**src/rtl/ddr4_dm_lane_delay_ctrl.sv**
```systemverilog
// Tap controller for the DDR4 DM lane I/O delay element: turns LOAD/INC/DEC/SET commands
// into single-tap MOVE pulses with direction setup, inter-move gap and limit/range aborts.
module ddr4_dm_lane_delay_ctrl #(
  parameter int unsigned TAP_W    = 8,
  parameter int unsigned LOAD_TAP = 1,
  parameter int unsigned MAX_TAP  = 255,
  parameter int unsigned MOVE_GAP = 4
) (
  input  logic             FAB_CLK,
  input  logic             RESET_N,
  input  logic             CMD_VALID,
  output logic             CMD_READY,
  input  logic [1:0]       CMD_OP,
  input  logic [TAP_W-1:0] CMD_TAPS,
  output logic             DONE,
  output logic             ERR,
  output logic [TAP_W-1:0] TAP_COUNT,
  output logic             DELAY_LINE_LOAD,
  output logic             DELAY_LINE_MOVE,
  output logic             DELAY_LINE_DIRECTION,
  input  logic             DELAY_LINE_OUT_OF_RANGE
);

  localparam int unsigned GapW = (MOVE_GAP > 1) ? $clog2(MOVE_GAP) : 1;
  localparam logic [GapW-1:0]  GapInit   = GapW'(MOVE_GAP - 1);
  localparam logic [TAP_W-1:0] LoadTap   = TAP_W'(LOAD_TAP);
  localparam logic [TAP_W-1:0] MaxTap    = TAP_W'(MAX_TAP);
  localparam logic [TAP_W:0]   MaxTapExt = (TAP_W + 1)'(MAX_TAP);

  localparam logic [1:0] OpLoad = 2'b00;
  localparam logic [1:0] OpInc  = 2'b01;
  localparam logic [1:0] OpDec  = 2'b10;
  localparam logic [1:0] OpSet  = 2'b11;

  typedef enum logic [2:0] {StIdle, StLoad, StSetup, StPulse, StGap, StDone} state_e;

  state_e             state_q;
  logic               ready_q, done_q, err_q, load_q, move_q, dir_q;
  logic [TAP_W-1:0]   tap_q;
  logic [TAP_W:0]     rem_q;
  logic [GapW-1:0]    gap_q;

  logic [TAP_W:0]     tgt, cur, acc_rem;
  logic               acc_dir, acc_bad, at_limit;
  logic [TAP_W-1:0]   tap_step, tap_back;

  // Work implied by the command on the request bus, against the current tap.
  always_comb begin
    tgt     = {1'b0, CMD_TAPS};
    cur     = {1'b0, tap_q};
    acc_rem = '0;
    acc_dir = 1'b0;
    acc_bad = 1'b0;
    case (CMD_OP)
      OpInc: begin
        acc_rem = tgt;
        acc_dir = 1'b1;
      end
      OpDec: acc_rem = tgt;
      OpSet: begin
        if (tgt > MaxTapExt) begin
          acc_bad = 1'b1;
        end else if (tgt > cur) begin
          acc_rem = tgt - cur;
          acc_dir = 1'b1;
        end else begin
          acc_rem = cur - tgt;
        end
      end
      default: ;
    endcase
  end

  always_comb begin
    at_limit = dir_q ? (tap_q == MaxTap) : (tap_q == '0);
    tap_step = dir_q ? tap_q + TAP_W'(1) : tap_q - TAP_W'(1);
    tap_back = dir_q ? tap_q - TAP_W'(1) : tap_q + TAP_W'(1);
  end

  always_ff @(posedge FAB_CLK) begin
    if (!RESET_N) begin
      state_q <= StIdle;
      ready_q <= 1'b1;
      done_q  <= 1'b0;
      err_q   <= 1'b0;
      load_q  <= 1'b0;
      move_q  <= 1'b0;
      dir_q   <= 1'b0;
      tap_q   <= LoadTap;
      rem_q   <= '0;
      gap_q   <= '0;
    end else begin
      done_q <= 1'b0;
      load_q <= 1'b0;
      move_q <= 1'b0;
      case (state_q)
        StIdle: begin
          if (CMD_VALID && ready_q) begin
            ready_q <= 1'b0;
            err_q   <= 1'b0;
            if (CMD_OP == OpLoad) begin
              load_q  <= 1'b1;
              state_q <= StLoad;
            end else if (acc_bad || acc_rem == '0) begin
              err_q   <= acc_bad;
              done_q  <= 1'b1;
              state_q <= StDone;
            end else begin
              rem_q   <= acc_rem;
              dir_q   <= acc_dir;
              state_q <= StSetup;
            end
          end
        end
        StLoad: begin
          tap_q   <= LoadTap;
          done_q  <= 1'b1;
          state_q <= StDone;
        end
        StSetup: begin
          if (at_limit) begin
            err_q   <= 1'b1;
            done_q  <= 1'b1;
            state_q <= StDone;
          end else begin
            move_q  <= 1'b1;
            tap_q   <= tap_step;
            rem_q   <= rem_q - (TAP_W + 1)'(1);
            state_q <= StPulse;
          end
        end
        StPulse: begin
          gap_q   <= GapInit;
          state_q <= StGap;
        end
        StGap: begin
          if (DELAY_LINE_OUT_OF_RANGE) begin
            // The last move was rejected by the IOD: undo it and stop.
            tap_q   <= tap_back;
            err_q   <= 1'b1;
            rem_q   <= '0;
            done_q  <= 1'b1;
            state_q <= StDone;
          end else if (gap_q != '0) begin
            gap_q <= gap_q - GapW'(1);
          end else if (rem_q == '0) begin
            done_q  <= 1'b1;
            state_q <= StDone;
          end else if (at_limit) begin
            err_q   <= 1'b1;
            done_q  <= 1'b1;
            state_q <= StDone;
          end else begin
            move_q  <= 1'b1;
            tap_q   <= tap_step;
            rem_q   <= rem_q - (TAP_W + 1)'(1);
            state_q <= StPulse;
          end
        end
        StDone: begin
          ready_q <= 1'b1;
          dir_q   <= 1'b0;
          state_q <= StIdle;
        end
        default: begin
          ready_q <= 1'b1;
          dir_q   <= 1'b0;
          state_q <= StIdle;
        end
      endcase
    end
  end

  assign CMD_READY            = ready_q;
  assign DONE                 = done_q;
  assign ERR                  = err_q;
  assign TAP_COUNT            = tap_q;
  assign DELAY_LINE_LOAD      = load_q;
  assign DELAY_LINE_MOVE      = move_q;
  assign DELAY_LINE_DIRECTION = dir_q;

endmodule

```
**config.mk**
```make
export PLATFORM = sky130hd
export DESIGN_NAME = ddr4_dm_lane_delay_ctrl
export DESIGN_NICKNAME = d
export VERILOG_FILES = /design/src/rtl/ddr4_dm_lane_delay_ctrl.sv
export SDC_FILE = /design/constraint.sdc
export NUM_CORES = 1
export LEC_CHECK = 0
export CELL_PAD_IN_SITES_DETAIL_PLACEMENT = 0
export CELL_PAD_IN_SITES_GLOBAL_PLACEMENT = 2
export CORE_UTILIZATION = 25
export DETAILED_ROUTE_END_ITERATION = 16
export PLACE_DENSITY = 0.67
export SYNTH_ARGS = -nofsm -noshare
export SYNTH_HDL_FRONTEND = slang
export SYNTH_SLANG_ARGS = --single-unit
```
**constraint.sdc**
```tcl
create_clock -name FAB_CLK -period 4.9 [get_ports FAB_CLK]
set_clock_uncertainty 0.1 [all_clocks]
set_input_delay 1.225 -clock FAB_CLK [delete_from_list [all_inputs] [get_ports FAB_CLK]]
set_output_delay 1.225 -clock FAB_CLK [all_outputs]
set_load 0.03 [all_outputs]
```
# Yosys cells after proc, flatten, opt, wreduce, memory -nomap -nowiden
# Index checks and enable logic that the tools add are counted.
word_totals:
  register_bits: 28
  in_bits: 14
  output_inout_bits: 14
  elab_cells: 109
classes:
  n_addsub: 6
  order_cmp: 1
  eq_ne: 15
  muxes: 56
  bitwise_logic: 1
  reduce_logical: 20
ops:
  columns: ["cell", "n"]
  rows:
  - ["$mux 9", 8]
  - ["$mux 8", 6]
  - ["$pmux 9 s3", 1]
  - ["$pmux 8 s3", 1]
  - ["$mux 1", 22]
  - ["$mux 3", 7]
  - ["$logic_not 9->1", 2]
  - ["$pmux 9 s2", 1]
  - ["$sub 8x8->9", 2]
  - ["$pmux 3 s5", 1]
  - ["$ne 2x2->1 const B", 5]
  - ["$reduce_and 3->1", 3]
  - ["$sub 9x1->9 const B", 1]
  - ["$add 8x1->8 const B", 1]
  - ["$eq 8x8->1 const B", 1]
  - ["$gt 8x8->1", 1]
  - ["$logic_not 8->1", 1]
  - ["$pmux 1 s2", 4]
  - ["$reduce_and 4->1", 2]
  - ["$sub 8x1->8 const B", 1]
  - ["$eq 3x2->1 const B", 2]
  - ["$ne 3x3->1 const B", 2]
  - ["$reduce_and 6->1", 1]
  - ["$reduce_bool 3->1", 2]
  - ["17 further kinds", 21]

# Longest topological paths before layout
# Gate-level depths: netlist of the first run.
depth:
  word_depth: 8
  ltp_mapped: 14
  ltp_nobuf: 13

# Least setup slack after synthesis of the first run
# OpenSTA, ideal clock, no wires.
synth_timing:
  path_kind: "input port to flip-flop"
  startpoint: "input CMD_TAPS[6]"
  endpoint: "register state_q[2]"
  setup_ns: 0.103
  arrival_ns: 3.827
  path_slack_ns: 0.870
  path_stages: 12
  cell_sequence: "inv_1 -> ha_1 -> a21o_2 -> a21o_2 -> o22a_4 -> nand2_4 -> mux2_4 -> xor2_1 -> a2111oi_2 -> buf_6 -> a31oi_4 -> a2111oi_2"
synth_between:
  elab_chain_cells: 8
synth_rtl:
  columns: ["item", "line_no", "text"]
  rows:
  - ["start, declared", "14", "input logic [TAP_W-1:0] CMD_TAPS,"]
  - ["$sub 8x8->9, or another cell as far along", "67", "acc_rem = cur - tgt;"]
  - ["$mux 9", "63", "end else if (tgt > cur) begin"]
  - ["$pmux 9 s2 *", "54", "case (CMD_OP)"]
  - ["$logic_not 9->1 *", "104", "end else if (acc_bad || acc_rem == '0) begin"]
  - ["$mux 3 *", "104", null]
  - ["$mux 3 *", "101", "if (CMD_OP == OpLoad) begin"]
  - ["$mux 3 *", "98", "if (CMD_VALID && ready_q) begin"]
  - ["$pmux 3 s5 *", "96", "case (state_q)"]
  - ["end signal, assigned", "103", "state_q <= StLoad;"]
  - ["end signal, assigned", "107", "state_q <= StDone;"]
  - ["end signal, assigned", "111", "state_q <= StSetup;"]
  - ["end, declared", "37", "state_e state_q;"]
# Mark *: on every way between the ends. The rest lies on a longest branch, timed or not. The select of a mux whose other input is x is not followed.
# A chain may end at the register's enable or synchronous reset.

# Worst setup path in the final report of the first run
# Same ends and word-level chain as after synthesis.

==> results of run 1 <==
[synth_stat cells (all sizes together), types with 13 or more instances]
cell type,n,area (um2)
a31oi,13,96.34
dfxtp,28,560.5
o21ai,28,140.1
clkbuf,20,75.07
nand3,13,82.58
nor2,34,127.6
xnor2,14,122.6
inv,30,112.6
ha,23,287.8
a21oi,29,145.1
nand2,46,180.2
nor3,13,65.06
[final cells by class]
| class | instances | area (um2) |
|---|---|---|
| clock buffers | 3 | 75.07 |
| clock inverters | 1 | 30.03 |
| fillers | 1374 | 8756 |
| inverters | 32 | 120.1 |
| multi-input cells | 358 | 2436 |
| flip-flops and latches | 28 | 560.5 |
| well taps | 172 | 215.2 |
| repair buffers | 41 | 375.4 |
[path summary, 6_finish.rpt]
check | slack [ns] | endpoint | start | cells past startpoint
max reg2reg | 0.95 | state_q[2] | TAP_COUNT[6] | 12
min reg2reg | 0.38 | rem_q[5] | rem_q[5] | 2
max | 0.36 | state_q[2] | CMD_TAPS[6] | 14
min | 0.38 | rem_q[5] | rem_q[5] | 2
[flip-flops by register name (all words and copies together) (netlist names)]
signal / count
CMD_READY: 1
ERR: 1
TAP_COUNT: 8
gap_q: 2
DONE: 1
state_q: 3
DELAY_LINE_MOVE: 1
DELAY_LINE_DIRECTION: 1
DELAY_LINE_LOAD: 1
rem_q: 9
[critical path, stage by stage]
cell	delay, ns
clkdlybuf4s50_1	0.48
inv_1	0.05
ha_1	0.31
buf_4	0.15
and3_2	0.23
nand3_2	0.12
o22a_4	0.27
a22oi_1	0.26
mux2i_1	0.28
o31ai_1	0.12
a2111oi_2	0.42
buf_4	0.26
a31oi_4	0.10
a2111oi_2	0.33
[where the power goes]
group	internal [mW]	switching, mW
Combinational	0.408	0.693
Sequential	0.289	0.103
Clock	0.163	0.0923
[per-layer routing]
metal,wire length [um],up-vias
met4,104,0
li1,-,1647
met2,5050,94
met1,5419,1600
met3,474,9
met5,0,-
[metrics by stage]
stage | hold slack (ns) | util [%] | setup slack, ns
floorplan | 0.3421 | - | 0.8696
detailed placement | 0.3741 | 29.50 | 0.09619
global route | 0.4270 | 30.33 | 0.09971
CTS | 0.3842 | 30.33 | 0.3474
global placement | 0.3611 | 29.50 | 0.2031
finish | 0.3838 | 30.33 | 0.3562
[cell families after synthesis]
logic type,Yosys count,synth area share (%)
compound gates,141,30.26
xor+xnor,16,4.356
fa+ha+maj,25,10.19
buf+inv,56,6.846
flops,28,17.43
mux,14,4.551
simple gates,162,26.37
==> impl_metrics.tcl, run 1 <==
set metrics [dict create \
    outcome "finished, final reports clean" \
    critical_path.startpoint_type "input pin" \
    row_count 41 \
    critical_path.max_fanout 10 \
    report.final.setup_viol 0 \
    dp_hpwl_um 8526 \
    first_global_vias 3169 \
    grtUsageTotal_pct 17.04 \
    met1_resource_use_gr_pct 24.56 \
    finish.instance_area_mm2 0.003812 \
    mostFrequentLayoutCells "45 x nand2_1, 34 x nor2_1, 30 x inv_1" \
    detailedRoute.firstIterationViolations 186 \
    design.die.area_mm2 0.01333 \
    period_minus_slack_ns 4.544 \
    syn-num-nets 481 \
    postRouteAntennaNets 0 \
    clkLatencyLatePin_ns 0.27 \
    worstSetupPathType "in -> reg" \
    synth_async_sr_flop_share_pct 0 \
    rsz0062_at_grt "no" \
    syn_area_mm2 0.003217 \
    floorplan.io_pins 28 \
    final_common_cell "nand2_1" \
    ys.warnings.count 0 \
    synthesis.instances 442 \
    yosys_register_bits 28 \
    antenna_found_initial 0 \
    drive_above_1_share_pct 8.423 \
    grt_first_pass_wirelength_um 17570 \
    dp_cells 631 \
    cts.sink_count 28 \
    worst-slew-pin-transition_ns 0.9606 \
    cts_tree "yes" \
    fin_nets 503 \
    maxClockFrequency_ghz 0.2201 \
    cts.repair.resized 0 \
    gr-usage-met3_pct 1.935 \
    seq_area_frac_synth_pct 17.43 \
    synthFlopType "dfxtp_1" \
    grt_max_degree 19 \
    number_of_h_tree_branching_levels 1 \
    global_route.usage.met2_pct 27.35 \
    floorplan.core_area_mm2 0.01257 \
    leakagePower_nw 1.449 \
    grt.overflow.total 0 \
    antenna_cells 0 \
    count_of_flip_flops_with_a_built_in_enable_after_synthesis 0 \
    timing_max_transition_violations_final 0 \
    timing_hold_violations_final 0 \
    instances_no_fill 635 \
    detail_route.wirelength_um 11050 \
    placedInstanceArea_mm2 0.003707 \
    synth.avg_cell_area_um2 7.278 \
    numPortBuffers 27 \
    max-cap-violations 0 \
    via_count 3350 \
    die-height_um 115.4 \
    globalplace.congestion 0.8550 \
    cp-end-kind "register" \
    pwr_density_cell_mw_per_mm2 458.6 \
    wl_per_cell_um 17.40 \
    ctsLongestPathBuffers 2 \
    route.detailed.drc 0 \
    clk_pin_slew_worst_paths_ns 0.08 \
    holdCritPathClass "reg -> reg" \
    post_cts.repair.setup_buffers 0 \
    drtPass1Iterations 5 \
    syn_to_final_growth_pct 18.51 \
    cts-buffers-inserted 3 \
    route.detailed.vias_per_inst 5.276 \
    initial_core_util_pct 25.59 \
    cts_hold_repair.buffers 0 \
    worstPathRequired_ns 4.96 \
    post-route-period-util_pct 92.73 \
    finalSetupTns_ns 0 \
    worst-endpoint-arrival_ns 4.60 \
    grt_most_used_layer "met2" \
    netlist-cell-type-count 69 \
    total_power_mw 1.748 \
    vdd.ir_drop.worst_mv 0.1565 \
    die_x_um 115.4 \
    maxSlewHeadroom_pct 34.95 \
    cts_root_buf "clkbuf_16" \
]
Power figures use the tool's default switching activity.
==> inputs of run 2 (changes only) <==
- TNS_END_PERCENT: not set -> 50
==> results of run 2 <==
Final layout, timing and power as in run 1 (identical DEF).
==> inputs of run 3 (changes only) <==
- HOLD_SLACK_MARGIN: not set -> 0.02
==> results of run 3 <==
Final layout, timing and power as in run 1 (identical DEF).
